<file path="config.mk">
export PLATFORM = sky130hd
export DESIGN_NAME = update_scheduler
export DESIGN_NICKNAME = d
export VERILOG_FILES = /design/src/rtl/hft_pkg.sv /design/src/rtl/update_fifo.sv /design/src/rtl/update_scheduler.sv
export SDC_FILE = /design/constraint.sdc
export NUM_CORES = 1
export LEC_CHECK = 0
export CORE_ASPECT_RATIO = 0.7
export CORE_UTILIZATION = 55
export DETAILED_ROUTE_END_ITERATION = 8
export DONT_BUFFER_PORTS = 1
export GPL_TIMING_DRIVEN = 0
export MAX_ROUTING_LAYER = met4
export PLACE_DENSITY_LB_ADDON = 0.25
export SLEW_MARGIN = 20
export SYNTH_ARGS = -nofsm -noshare
export SYNTH_HDL_FRONTEND = slang
export SYNTH_SLANG_ARGS = --single-unit
</file>
<file path="constraint.sdc">
create_clock -name clk -period 6.1 [get_ports clk]
set_input_delay 1.22 -clock clk [delete_from_list [all_inputs] [get_ports clk]]
set_output_delay 1.22 -clock clk [all_outputs]
set_load 0.03 [all_outputs]
</file>
<file path="src/rtl/hft_pkg.sv">
// Shared types and default sizing for the update scheduler and its update buffer.
package hft_pkg;

    localparam int unsigned HFT_NREQ       = 4;
    localparam int unsigned HFT_IDX_W      = 6;
    localparam int unsigned HFT_WEIGHT_W   = 32;
    localparam int unsigned HFT_FIFO_DEPTH = 8;
    localparam int unsigned HFT_TIMEOUT    = 4096;

    // One edge-weight update as carried from a feed requester to the container.
    typedef struct packed {
        logic        [HFT_IDX_W-1:0]    src;
        logic        [HFT_IDX_W-1:0]    dst;
        logic signed [HFT_WEIGHT_W-1:0] e;
    } edge_update_t;

    typedef enum logic [1:0] {
        IDLE  = 2'd0,
        ISSUE = 2'd1,
        PULSE = 2'd2,
        WAIT  = 2'd3
    } sched_state_t;

    // Round-robin successor of a requester index, wrapping at n.
    function automatic int unsigned rr_next(input int unsigned cur, input int unsigned n);
        if (cur + 32'd1 >= n) begin
            return 32'd0;
        end else begin
            return cur + 32'd1;
        end
    endfunction

endpackage

</file>
<file path="src/rtl/update_fifo.sv">
// Synchronous update buffer. Simultaneous push/pop is allowed; a push is refused
// whenever the buffer is full at the start of the cycle, and a pop never sees a
// same-cycle push (no bypass path).
module update_fifo
    import hft_pkg::*;
#(
    parameter type         entry_t = edge_update_t,
    parameter int unsigned DEPTH   = HFT_FIFO_DEPTH
) (
    input  logic   clk,
    input  logic   reset_n,
    input  logic   push,
    input  entry_t push_data,
    input  logic   pop,
    output entry_t pop_data,
    output logic   full,
    output logic   empty
);

    localparam int unsigned AW = $clog2(DEPTH);

    entry_t         mem_q [DEPTH];
    entry_t         mem_d [DEPTH];
    logic [AW:0]    wr_ptr_q, wr_ptr_d;
    logic [AW:0]    rd_ptr_q, rd_ptr_d;
    logic           push_ok_s;
    logic           pop_ok_s;

    // Extra pointer bit distinguishes full from empty when the indices coincide.
    assign empty    = (wr_ptr_q == rd_ptr_q);
    assign full     = (wr_ptr_q[AW] != rd_ptr_q[AW]) && (wr_ptr_q[AW-1:0] == rd_ptr_q[AW-1:0]);
    assign pop_data = mem_q[rd_ptr_q[AW-1:0]];

    // Next storage and pointer values from this cycle's accepted push/pop.
    always_comb begin
        push_ok_s = push && !full;
        pop_ok_s  = pop && !empty;
        mem_d     = mem_q;
        wr_ptr_d  = wr_ptr_q;
        rd_ptr_d  = rd_ptr_q;
        if (push_ok_s) begin
            mem_d[wr_ptr_q[AW-1:0]] = push_data;
            wr_ptr_d                = wr_ptr_q + {{AW{1'b0}}, 1'b1};
        end else begin
            wr_ptr_d = wr_ptr_q;
        end
        if (pop_ok_s) begin
            rd_ptr_d = rd_ptr_q + {{AW{1'b0}}, 1'b1};
        end else begin
            rd_ptr_d = rd_ptr_q;
        end
    end

    // Storage and pointer registers; reset flushes the buffer.
    always_ff @(posedge clk or negedge reset_n) begin
        if (!reset_n) begin
            mem_q    <= '{default: '0};
            wr_ptr_q <= '0;
            rd_ptr_q <= '0;
        end else begin
            mem_q    <= mem_d;
            wr_ptr_q <= wr_ptr_d;
            rd_ptr_q <= rd_ptr_d;
        end
    end

endmodule

</file>
<file path="src/rtl/update_scheduler.sv">
// Round-robin arbitration of feed updates into a buffer, then one container run
// per update: present the edge, pulse container_reset, wait for a fresh done or
// the watchdog, and count the run.
module update_scheduler
    import hft_pkg::*;
#(
    parameter int unsigned NREQ       = HFT_NREQ,
    parameter int unsigned IDX_W      = HFT_IDX_W,
    parameter int unsigned WEIGHT_W   = HFT_WEIGHT_W,
    parameter int unsigned FIFO_DEPTH = HFT_FIFO_DEPTH,
    parameter int unsigned TIMEOUT    = HFT_TIMEOUT
) (
    input  logic                     clk,
    input  logic                     reset_n,
    input  logic [NREQ-1:0]          req_valid,
    output logic [NREQ-1:0]          req_ready,
    input  logic [NREQ*IDX_W-1:0]    req_src,
    input  logic [NREQ*IDX_W-1:0]    req_dst,
    input  logic [NREQ*WEIGHT_W-1:0] req_e,
    input  logic [IDX_W-1:0]         cfg_src,
    output logic [IDX_W-1:0]         u_src,
    output logic [IDX_W-1:0]         u_dst,
    output logic [WEIGHT_W-1:0]      u_e,
    output logic [IDX_W-1:0]         src,
    output logic                     container_reset,
    input  logic                     container_done,
    output logic                     busy,
    output logic [15:0]              run_count,
    output logic                     timeout_err
);

    localparam int unsigned    PTR_W   = (NREQ > 1) ? $clog2(NREQ) : 1;
    localparam int unsigned    WD_W    = $clog2(TIMEOUT) + 1;
    localparam logic [WD_W-1:0] WD_LAST = WD_W'(TIMEOUT - 1);

    typedef struct packed {
        logic        [IDX_W-1:0]    src;
        logic        [IDX_W-1:0]    dst;
        logic signed [WEIGHT_W-1:0] e;
    } upd_t;

    logic [IDX_W-1:0]    src_arr_s [NREQ];
    logic [IDX_W-1:0]    dst_arr_s [NREQ];
    logic [WEIGHT_W-1:0] e_arr_s   [NREQ];

    logic [NREQ-1:0]  grant_s;
    logic [PTR_W-1:0] gnt_idx_s;
    logic [PTR_W-1:0] cand_s;
    logic             found_s;
    logic             push_s;
    logic             pop_s;
    logic             fifo_full_s;
    logic             fifo_empty_s;
    upd_t             push_data_s;
    upd_t             head_s;

    sched_state_t     state_q, state_d;
    logic [PTR_W-1:0] rr_ptr_q, rr_ptr_d;
    upd_t             upd_q, upd_d;
    logic [IDX_W-1:0] src_q, src_d;
    logic             container_reset_q, container_reset_d;
    logic [WD_W-1:0]  wd_q, wd_d;
    logic [15:0]      run_count_q, run_count_d;
    logic             timeout_err_q, timeout_err_d;

    genvar gi;
    for (gi = 0; gi < NREQ; gi++) begin : g_unpack
        assign src_arr_s[gi] = req_src[gi*IDX_W +: IDX_W];
        assign dst_arr_s[gi] = req_dst[gi*IDX_W +: IDX_W];
        assign e_arr_s[gi]   = req_e[gi*WEIGHT_W +: WEIGHT_W];
    end

    // Round-robin search from the pointer; nothing is granted while the buffer is full.
    always_comb begin
        grant_s     = '0;
        gnt_idx_s   = rr_ptr_q;
        cand_s      = rr_ptr_q;
        found_s     = 1'b0;
        push_data_s = '0;
        for (int i = 0; i < NREQ; i++) begin
            cand_s = PTR_W'((32'(rr_ptr_q) + 32'(i)) % NREQ);
            if (!found_s && !fifo_full_s && req_valid[cand_s]) begin
                found_s         = 1'b1;
                grant_s[cand_s] = 1'b1;
                gnt_idx_s       = cand_s;
                push_data_s.src = src_arr_s[cand_s];
                push_data_s.dst = dst_arr_s[cand_s];
                push_data_s.e   = e_arr_s[cand_s];
            end else begin
                found_s = found_s;
            end
        end
    end

    // Ready is held low while reset is asserted so no requester believes it was accepted.
    assign req_ready = grant_s & {NREQ{reset_n}};
    assign push_s    = |(req_valid & req_ready);

    update_fifo #(
        .entry_t (upd_t),
        .DEPTH   (FIFO_DEPTH)
    ) u_fifo (
        .clk       (clk),
        .reset_n   (reset_n),
        .push      (push_s),
        .push_data (push_data_s),
        .pop       (pop_s),
        .pop_data  (head_s),
        .full      (fifo_full_s),
        .empty     (fifo_empty_s)
    );

    // Sequencer next state: done seen in the pulse cycle is stale and deliberately ignored.
    always_comb begin
        state_d           = state_q;
        upd_d             = upd_q;
        src_d             = src_q;
        container_reset_d = 1'b0;
        wd_d              = wd_q;
        run_count_d       = run_count_q;
        timeout_err_d     = timeout_err_q;
        pop_s             = 1'b0;
        if (push_s) begin
            rr_ptr_d = PTR_W'(rr_next(32'(gnt_idx_s), NREQ));
        end else begin
            rr_ptr_d = rr_ptr_q;
        end
        case (state_q)
            IDLE: begin
                if (!fifo_empty_s) begin
                    state_d = ISSUE;
                end else begin
                    state_d = IDLE;
                end
            end
            ISSUE: begin
                pop_s             = 1'b1;
                upd_d             = head_s;
                src_d             = cfg_src;
                container_reset_d = 1'b1;
                state_d           = PULSE;
            end
            PULSE: begin
                wd_d    = '0;
                state_d = WAIT;
            end
            WAIT: begin
                if (container_done) begin
                    run_count_d = run_count_q + 16'd1;
                    state_d     = IDLE;
                end else if (wd_q == WD_LAST) begin
                    timeout_err_d = 1'b1;
                    run_count_d   = run_count_q + 16'd1;
                    state_d       = IDLE;
                end else begin
                    wd_d = wd_q + {{(WD_W-1){1'b0}}, 1'b1};
                end
            end
            default: begin
                state_d = IDLE;
            end
        endcase
    end

    // Sequencer, pointer and output registers; reset drops any in-flight update.
    always_ff @(posedge clk or negedge reset_n) begin
        if (!reset_n) begin
            state_q           <= IDLE;
            rr_ptr_q          <= '0;
            upd_q             <= '0;
            src_q             <= '0;
            container_reset_q <= 1'b0;
            wd_q              <= '0;
            run_count_q       <= 16'd0;
            timeout_err_q     <= 1'b0;
        end else begin
            state_q           <= state_d;
            rr_ptr_q          <= rr_ptr_d;
            upd_q             <= upd_d;
            src_q             <= src_d;
            container_reset_q <= container_reset_d;
            wd_q              <= wd_d;
            run_count_q       <= run_count_d;
            timeout_err_q     <= timeout_err_d;
        end
    end

    assign u_src           = upd_q.src;
    assign u_dst           = upd_q.dst;
    assign u_e             = upd_q.e;
    assign src             = src_q;
    assign container_reset = container_reset_q;
    assign run_count       = run_count_q;
    assign timeout_err     = timeout_err_q;
    assign busy            = (state_q != IDLE) || !fifo_empty_s;

endmodule

</file>
* Word-level counts from Yosys, hierarchy flattened
Cells that the tools add are included.
** Operators by class
- Add/sub/neg operators :: 8
- Magnitude comparators :: 16
- Eq/ne operators :: 10
- Multiplexer cells :: 83
- Bitwise logic cells :: 12
- Reduce and logical (&&, ||, !) cells :: 29
** Operators with widths (number)
- $bwmux 352 :: 1
- $mux 44 :: 7
- $bmux 32 s2 :: 4
- $mux 32 :: 8
- $bmux 44 s3 :: 1
- $demux 44 s3 :: 1
- $bmux 6 s2 :: 8
- $mux 6 :: 16
- $mux 16 :: 2
- $mux 13 :: 2
- $pmux 13 s2 :: 1
- $add 16x1->16 const B :: 1
- $mux 4 :: 4
- $ge 3x3->1 const B :: 5
- $logic_and 1x1->1 :: 15
- $add 13x1->13 const B :: 1
- $eq 13x12->1 const B :: 1
- $mux 1 :: 13
- $lt 2x3->1 const B :: 4
- $mux 2 :: 6
- $not 2->3 :: 4
- $or 4x4->4 :: 3
- $add 4x1->4 const B :: 2
- $and 4x4->4 :: 2
- other kinds (25) :: 46
** Storage, ports and cells
- Register bits after elaboration :: 445
- Input port bits :: 189
- Output and inout bits :: 73
- Logic and storage cells :: 194

* Logic depth before layout (Yosys ltp)
Gate-level depths: netlist (run 1).
- Depth after elaboration :: 21
- Gate-level depth with buffers :: 16
- Gate-level depth less buffers :: 9

* Modules after synthesis
A second synthesis (run 1) with hierarchy kept.
** Unflattened totals
- Cell total of the unflattened synthesis :: 1893
- Area total of the unflattened synthesis :: 25335.5 um^2
** By module, submodules not included
- update_fifo :: instances 1, cells an instance 948, area each 16259.3 um^2, seq. area each 9008.6 um^2
- update_scheduler :: instances 1, cells an instance 945, area each 9076.2 um^2, seq. area each 2127.0 um^2

* Worst setup path before layout (run 1)
Ideal clock, no wire load.
- Path type :: reg-to-output
- From :: register with a tool-made name
- To :: output port req_ready[0]
- Arrival :: 4.160 ns
- Required time :: 4.880 ns
- Slack :: 0.720 ns
- Cell stages (with the launch flop) :: 13
- Path buffers :: 6
- Path through :: dfrtp_1 buf_2 buf_2 buf_1 clkbuf_1 inv_1 ha_1 mux4_2 nor4_2 clkbuf_1 clkbuf_1 a222oi_1 nor2_1
** RTL lines
- to (decl) :: line update_scheduler.sv:16 : output logic [NREQ-1:0] req_ready,

* Final worst setup path (run 1)
- From :: register rr_ptr_q[1]
- To :: output port req_ready[3]
** On the way
- Word-level cells in the longest chain between the ends :: 17
- Elaborated cells between the ends (all ways) :: 52
- Classes of those cells :: add/sub (3); order compare (8); mux (23); bitwise (4); reduce/logical (14)
** Ends and longest elaborated chain
- from (decl) :: line update_scheduler.sv:58 : logic [PTR_W-1:0] rr_ptr_q, rr_ptr_d;
- from (signal assigned) :: line update_scheduler.sv:178 : rr_ptr_q <= rr_ptr_d;
- branches (longest 15 deep; another with $lt 2x3->1)
- $mux 4 (*) :: line update_scheduler.sv:82 : if (!found_s && !fifo_full_s && req_valid[cand_s]) begin
- $and 4x4->4 (*) :: line update_scheduler.sv:96 : assign req_ready = grant_s & {NREQ{reset_n}};
Mark *: on every way between the ends. The select of a mux whose other input is x is not followed.

==> impl_metrics.csv, run 1 <==
group,metric,value,unit
yosys,synth_top_cell_area_share,44.45,%
finish,drive_above_1_share,29.99,%
sta,rsz0062_at_grt,"no",
setup_path,rr_startpoint,"rr_ptr_q[1]$_DFFE_PN0P_",
global_routing,grt_pass1_vias,16630,
finish,layout.area.seq,0.01114,mm²
sta,max_slew_margin,1.649,%
route,drc,4,
die,fp.dieW,257.1,µm
setup_path,crit_chain,"clkbuf_1 > clkbuf_2 > inv_1 > ha_1 > mux4_2 > nor4b_2 > clkbuf_2 > a221oi_1 > nor2_2",
yosys,synthDistinctLibCells,52,
clock_network,clk_latency,0.55,ns
sta,fin_worst_skew,0.01092,ns
yosys,synthTopCellsByArea,"dfrtp_1, mux4_2, mux2_1",
clock_network,tritoncts,"done",
sta,period_minus_slack,5.932,ns
yosys,synthCells,1681,
yosys,synth_area,0.02505,mm²
clock_network,cts_buffers,45,
sta,finalSetupTns,0,ns
pwr,irDropWorstVdd,0.3633,mV
route,drt_iter0_drc,1492,
sta,slew_violations,0,
clock_network,cts_hold_buf,0,
clock_network,cts-htree-levels,2,
global_routing,grt-ovfl-total,0,
yosys,synthArstFlopShare,100.0,%
sta,whs,0.4027,ns
die,fp.dieH,180.6,µm
global_routing,grt_max_degree,448,
setup_path,crit_required,4.88,ns
placement,port-buffer-count,0,
clock_network,cts.sinks,445,
clock_network,clock_path_buffers,3,
sta,post-route-period-util,97.25,%
yosys,synth_edf_count,0,
global_routing,top_usage_layer,"met2",
yosys,seq_area_frac_synth,44.45,%
finish,multi_input_area,0.01318,mm²
status,violations,"DRC",
global_routing,grt_use_met3,6.962,%
die,num_rows,65,
finish,utilization,60.66,%
global_routing,antenna_found_initial,3,
die,ios,262,
global_routing,grt_pass1_wl,102600,µm
clock_network,root_buffer,"clkbuf_16",
die,start_util,55.70,%
pwr,power_density,612.7,mW/mm²
pwr,p_leak,11.50,nW
status,status,"finished with violations",
setup_path,crit_slowest_cell,"mux4_2",
setup_path,cpMostUsedCell,"clkbuf_2",
sta,worst_pin_slew,1.475,ns
yosys,syn_nets,1885,
global_routing,track_usage,29.92,%
yosys,synth_seq_cells,445,
die,dieArea,0.04642,mm²
placement,preCtsSetupSlack,-0.6875,ns
sta,finalHoldViolations,0,
hold_path,min_path_type,"in2async",
setup_path,rr_worst_depth,11,
route,drt_pass1_iterations,7,
route,via_per_inst,6.811,
placement,gp_congestion,0.9264,
global_routing,global_route.usage.met2,43.58,%
clock_network,post_cts_buffers,0,
global_routing,grt_use_met1,42.65,%
finish,nets,1928,
yosys,synth_top_area_cell,"dfrtp_1",
setup_path,rrSetupSlack,0.90,ns
placement,hpwl,47070,µm
setup_path,critPathKind,"reg2out",
route,antenna_left,0,
setup_path,start_kind,"flop",
route,vias,16060,
yosys,avgSynthCellArea,14.90,µm²
finish,areaGrowthSynthToFinish,8.905,%
yosys,ys.warnings.count,0,
clock_network,clkTransAtPathRegs,0.06,ns
run,drv_cap,0,
route,drt_wl_total,65990,µm
setup_path,crit_fanout,19,
sta,fin_ws,0.1678,ns
finish,num-fill-cells,3364,
setup_path,crit_path_end_kind,"primary output",
yosys,synthFlopType,"dfrtp_1",
setup_path,max_stage_delay,0.64,ns
die,core_area,0.04497,mm²
sta,finalSetupViolations,0,
sta,max_freq,0.1686,GHz
route,avgRoutedWirePerCell,27.99,µm
setup_path,r2r_end,"u_fifo.mem_q[109]$_DFFE_PN0P_",
setup_path,arrival,4.71,ns
==> state kept, by name, indices dropped and copies added, names as in the netlist, 2 cells and up, named ones only <==
| name | flops |
|---|---|
| u_fifo.mem_q | 352 |
| u_e | 32 |
| run_count | 16 |
| wd_q | 13 |
| src | 6 |
| u_dst | 6 |
| u_src | 6 |
| u_fifo.rd_ptr_q | 4 |
| u_fifo.wr_ptr_q | 4 |
| state_q | 2 |
==> placed cells by master, fill, tap and decap left out, types with 4 or more instances in the layout <==
cell	n
a21oi_1	50
a22oi_1	93
buf_1	21
buf_2	27
buf_4	9
buf_6	14
bufinv_16	5
clkbuf_1	73
clkbuf_16	45
clkbuf_2	6
clkbuf_8	5
clkinv_2	11
dfrtp_1	445
ha_1	15
inv_1	9
mux2_1	246
mux2_2	117
mux2i_1	45
mux4_2	268
nand2_1	23
nand3_1	11
nand3b_1	4
nand4_1	7
nor2_1	59
nor2_2	4
nor2b_1	4
o21ai_0	8
o21ai_1	44
or3_1	5
xnor2_1	22
xor2_1	12
==> cells by family (layout without fill, tap and decap cells) <==
family,count (synthesis),count (layout),synth area share (%)
mux,676,676,42.21
flops,445,445,44.45
compound gates,212,212,5.474
buf+inv,156,229,3.012
simple gates,143,143,2.917
xor+xnor,34,34,1.189
fa+ha+maj,15,15,0.7492
other cells,0,1,0
==> area by class of cell <==
cell class | count | share of cell area, %
multi-input combinational | 1080 | 48.31
sequential | 445 | 40.82
clock buffer | 57 | 4.476
tap | 603 | 2.765
buffer | 143 | 2.628
clock inverter | 20 | 0.8714
inverter | 9 | 0.1238
antenna | 1 | 0.009172
==> Yosys cell counts (2+ instances only) <==
| cell | n |
|---|---|
| buf_4 | 8 |
| nor3_1 | 2 |
| buf_2 | 27 |
| nand2_2 | 2 |
| nand3b_1 | 4 |
| a21boi_1 | 3 |
| ha_1 | 15 |
| mux2_1 | 246 |
| buf_1 | 26 |
| xor2_1 | 12 |
| dfrtp_1 | 445 |
| a221oi_1 | 3 |
| buf_6 | 14 |
| nand2b_1 | 3 |
| and4_1 | 3 |
| mux2i_1 | 45 |
| nand3_1 | 11 |
| nand4_1 | 7 |
| and4b_1 | 3 |
| a22oi_1 | 93 |
| inv_1 | 9 |
| nand2_1 | 23 |
| or3_1 | 5 |
| nor3b_1 | 3 |
| clkbuf_1 | 72 |
| mux2_2 | 117 |
| a21oi_1 | 50 |
| o21ai_1 | 44 |
| xnor2_1 | 22 |
| mux4_2 | 268 |
| nor2b_1 | 4 |
| and3_1 | 3 |
| o21ai_0 | 8 |
| nor2_1 | 63 |
==> worst max-delay path by stage <==
stage,start,end,depth (start not counted)
floorplan,flop,req_ready[0],12
global placement,flop,req_ready[0],12
detailed placement,flop,req_ready[1],12
CTS,rr_ptr_q[1]$_DFFE_PN0P_,req_ready[3],10
global route,rr_ptr_q[1]$_DFFE_PN0P_,req_ready[1],9
finish,rr_ptr_q[1]$_DFFE_PN0P_,req_ready[3],9
==> repair_timing <==
action,CTS,global route
gates resized for setup,9,0
setup endpoints to repair,4,4
pin swaps,0,0
==> routing by layer <==
layer	up-vias	share of wire, %
li1	6714	-
met1	8420	43
met2	797	46
met3	129	9.0
met4	0	2.4
met5	-	0
==> critical path: cells and delay by family, from the launching register on <==
kind            cells  cell delay (ns)
buf+inv             4             1.50
simple gates        2             0.90
compound gates      1             0.24
fa+ha+maj           1             0.35
flops               1             0.50
mux                 1             0.64
==> power by group <==
group / switching, W / total, W / internal (W)
Sequential: 0.00106 / 0.00525 / 0.00419
Combinational: 0.00480 / 0.00870 / 0.00390
Clock: 0.00114 / 0.00277 / 0.00163
Total: 0.00700 / 0.0167 / 0.00972
==> per-stage QoR <==
| step | instances | area [µm²] | power (W) |
|---|---|---|---|
| 6_report | 2358 | 27280 | 0.01672 |
| 3_5_place_dp | 2284 | 25810 | 0.01394 |
| 4_1_cts | 2358 | 27280 | 0.01673 |
| 2_1_floorplan | 1681 | 25050 | 0.01137 |
| 3_3_place_gp | 2284 | 25810 | 0.01362 |
| 5_1_grt | 2357 | 27280 | 0.01767 |
(Power assumes the default switching activity.)
==> run 2, diff against run 1 <==
--- a/config.mk
+++ b/config.mk
@@ -5,10 +5,12 @@
 export SDC_FILE = /design/constraint.sdc
 export NUM_CORES = 1
 export LEC_CHECK = 0
+export CAP_MARGIN = 15
 export CORE_ASPECT_RATIO = 0.7
 export CORE_UTILIZATION = 55
 export DETAILED_ROUTE_END_ITERATION = 8
 export DONT_BUFFER_PORTS = 1
+export GPL_ROUTABILITY_DRIVEN = 0
 export GPL_TIMING_DRIVEN = 0
 export MAX_ROUTING_LAYER = met4
 export PLACE_DENSITY_LB_ADDON = 0.25
==> results of run 2 <==
Same layout as run 1: the final DEF is identical, and so are final timing and power.
==> run 3, diff against run 2 <==
--- a/config.mk
+++ b/config.mk
@@ -13,7 +13,7 @@
 export GPL_ROUTABILITY_DRIVEN = 0
 export GPL_TIMING_DRIVEN = 0
 export MAX_ROUTING_LAYER = met4
-export PLACE_DENSITY_LB_ADDON = 0.25
+export PLACE_DENSITY_LB_ADDON = 0.05
 export SLEW_MARGIN = 20
 export SYNTH_ARGS = -nofsm -noshare
 export SYNTH_HDL_FRONTEND = slang
==> run 3 against run 2 <==
The run now ends clean. Clock skew rose by 0.018 ns. Count of clock-buffer cells in the layout is 8 higher. Flip-flop and latch count stayed put. Total power up 0.24%. Hold slack worse by 0.033 ns. Core utilization grew 0.15 points. Non-clock buffer count unchanged. Critical path depth unchanged. First-iteration DRC count fell by 0.60%. Final cell count grew 0.25%. Largest cell class unchanged.
==> impl_metrics.csv, run 3 (synthesis gave the netlist of run 1 again) <==
group,metric,value,unit
status,status,"complete, no violations",
run,drv_cap,0,
sta,max_freq,0.1728,GHz
global_routing,track_usage,30.37,%
sta,post-route-period-util,94.88,%
global_routing,grt_max_degree,448,
global_routing,grt_pass1_wl,103500,µm
pwr,p_seq_share,31.3,%
pwr,p_sw_share,41.57,%
pwr,intPower,0.009791,W
placement,port-buffer-count,0,
clock_network,clkTransAtPathRegs,0.06,ns
setup_path,cp_num_cells,9,
finish,utilization,60.81,%
setup_path,crit_chain,"clkbuf_2 > clkbuf_2 > inv_1 > ha_1 > mux4_2 > nor4b_2 > clkbuf_2 > a222oi_1 > nor2_2",
die,core_area,0.04497,mm²
setup_path,start_kind,"flop",
die,fp.dieW,257.1,µm
clock_network,cts.sinks,445,
sta,finalHoldViolations,0,
clock_network,cts_hold_buf,0,
die,ios,262,
sta,whs,0.3700,ns
setup_path,crit_slowest_cell,"mux4_2",
setup_path,cp_num_buf_inv,4,
global_routing,grt-ovfl-total,0,
pwr,power_density,612.7,mW/mm²
finish,num-fill-cells,3421,
pwr,comb_power_share,51.7,%
route,via_per_inst,6.765,
finish,areaGrowthSynthToFinish,9.175,%
pwr,clockPowerShare,17.0,%
route,antenna_left,0,
setup_path,cpMostUsedCell,"clkbuf_2",
route,vias,15990,
clock_network,tritoncts,"done",
pwr,p_leak,11.53,nW
setup_path,crit_required,4.88,ns
clock_network,cts_resized,9,
setup_path,arrival,4.57,ns
pwr,switchingPower,0.006966,W
placement,hpwl,47730,µm
route,avgRoutedWirePerCell,28.27,µm
die,start_util,55.70,%
finish,top_register,"u_fifo.mem_q",
global_routing,antenna_found_initial,0,
placement,place_inst,2284,
sta,max_slew_margin,26.99,%
finish,layout.cells.non_filler,2364,
sta,period_minus_slack,5.788,ns
setup_path,rrSetupSlack,1.01,ns
route,drt_wl_total,66820,µm
finish,layout_commonest_cell,"dfrtp_1",
sta,finalSetupTns,0,ns
setup_path,rr_worst_depth,11,
sta,worst_pin_slew,1.088,ns
finish,nets,1929,
hold_path,min_path_type,"in2async",
sta,slew_violations,0,
finish,drive_above_1_share,29.92,%
sta,rsz0062_at_grt,"no",
clock_network,root_buffer,"clkbuf_16",
die,num_rows,65,
setup_path,max_stage_delay,0.63,ns
sta,finalSetupViolations,0,
setup_path,critical-path-top-delay-family,"buffers and inverters",
setup_path,crit_path_end_kind,"primary output",
route,drc,0,
setup_path,crit_fanout,19,
die,dieArea,0.04642,mm²
pwr,power,0.01676,W
finish,largest_register_ffs,352,
die,fp.dieH,180.6,µm
clock_network,clock_path_buffers,3,
finish,final_cell_mix,"dfrtp_1, mux4_2, mux2_1",
route,drt_iter0_drc,1483,
clock_network,post_cts_buffers,0,
pwr,irDropWorstVdd,0.3785,mV
clock_network,cts-htree-levels,2,
clock_network,clk_latency,0.56,ns
route,drt_pass1_iterations,6,
global_routing,grt_pass1_vias,16730,
clock_network,cts_buffers,46,
setup_path,critPathKind,"reg2out",
sta,fin_worst_skew,0.02843,ns
## run 3: cell types whose count changed in the layout (fill, tap and decap cells not counted), sizes merged
cell | previous run | this run
clkbuf | 129 | 135
buf | 71 | 73
diode | 1 | 3
inv | 11 | 9
clkinv | 11 | 10
clkinvlp | 2 | 1
## run 3: worst paths after layout
kind                                              start                       endpoint
hold reg to reg            u_fifo.mem_q[69]$_DFFE_PN0P_   u_fifo.mem_q[69]$_DFFE_PN0P_
min in group clk           u_fifo.mem_q[69]$_DFFE_PN0P_   u_fifo.mem_q[69]$_DFFE_PN0P_
max in group asynchronous                       reset_n  u_fifo.mem_q[302]$_DFFE_PN0P_
setup / recovery                rr_ptr_q[1]$_DFFE_PN0P_                   req_ready[0]
hold / removal                                  reset_n  u_fifo.mem_q[235]$_DFFE_PN0P_
setup reg to reg                rr_ptr_q[1]$_DFFE_PN0P_  u_fifo.mem_q[201]$_DFFE_PN0P_
## run 3: final cells by class
type | count | area (µm²) | area share (%)
tap | 603 | 754.5 | 2.759
clock inverter | 16 | 219.0 | 0.8006
buffer | 143 | 715.7 | 2.617
sequential | 445 | 11140 | 40.72
multi-input combinational | 1080 | 13170 | 48.16
antenna | 3 | 7.507 | 0.02745
clock buffer | 65 | 1313 | 4.799
inverter | 9 | 33.78 | 0.1235
## run 3: power groups by stage
stage	sequential, W	clock [W]	combinational, W
after global placement	0.00520	0	0.00847
final	0.00524	0.00285	0.00867
after global routing	0.00539	0.00303	0.00931
after CTS	0.00523	0.00290	0.00868
after floorplan	0.00503	0	0.00634
after detailed placement	0.00527	0	0.00865
## run 3: layer usage
layer	track usage (%)	vias up	routed length, µm
met5	-	-	0
met3	8.200	102	6062
met4	6.238	0	1320
li1	-	6715	-
met2	44.88	668	30420
met1	42.49	8507	29020
## run 3: metrics by stage
step / cell area, µm² / worst slack, ns
2_1_floorplan: 25050 / 0.7202
3_3_place_gp: 25810 / -0.5819
3_5_place_dp: 25810 / -0.6354
4_1_cts: 27350 / 0.08069
5_1_grt: 27340 / 0.2432
6_report: 27350 / 0.3125
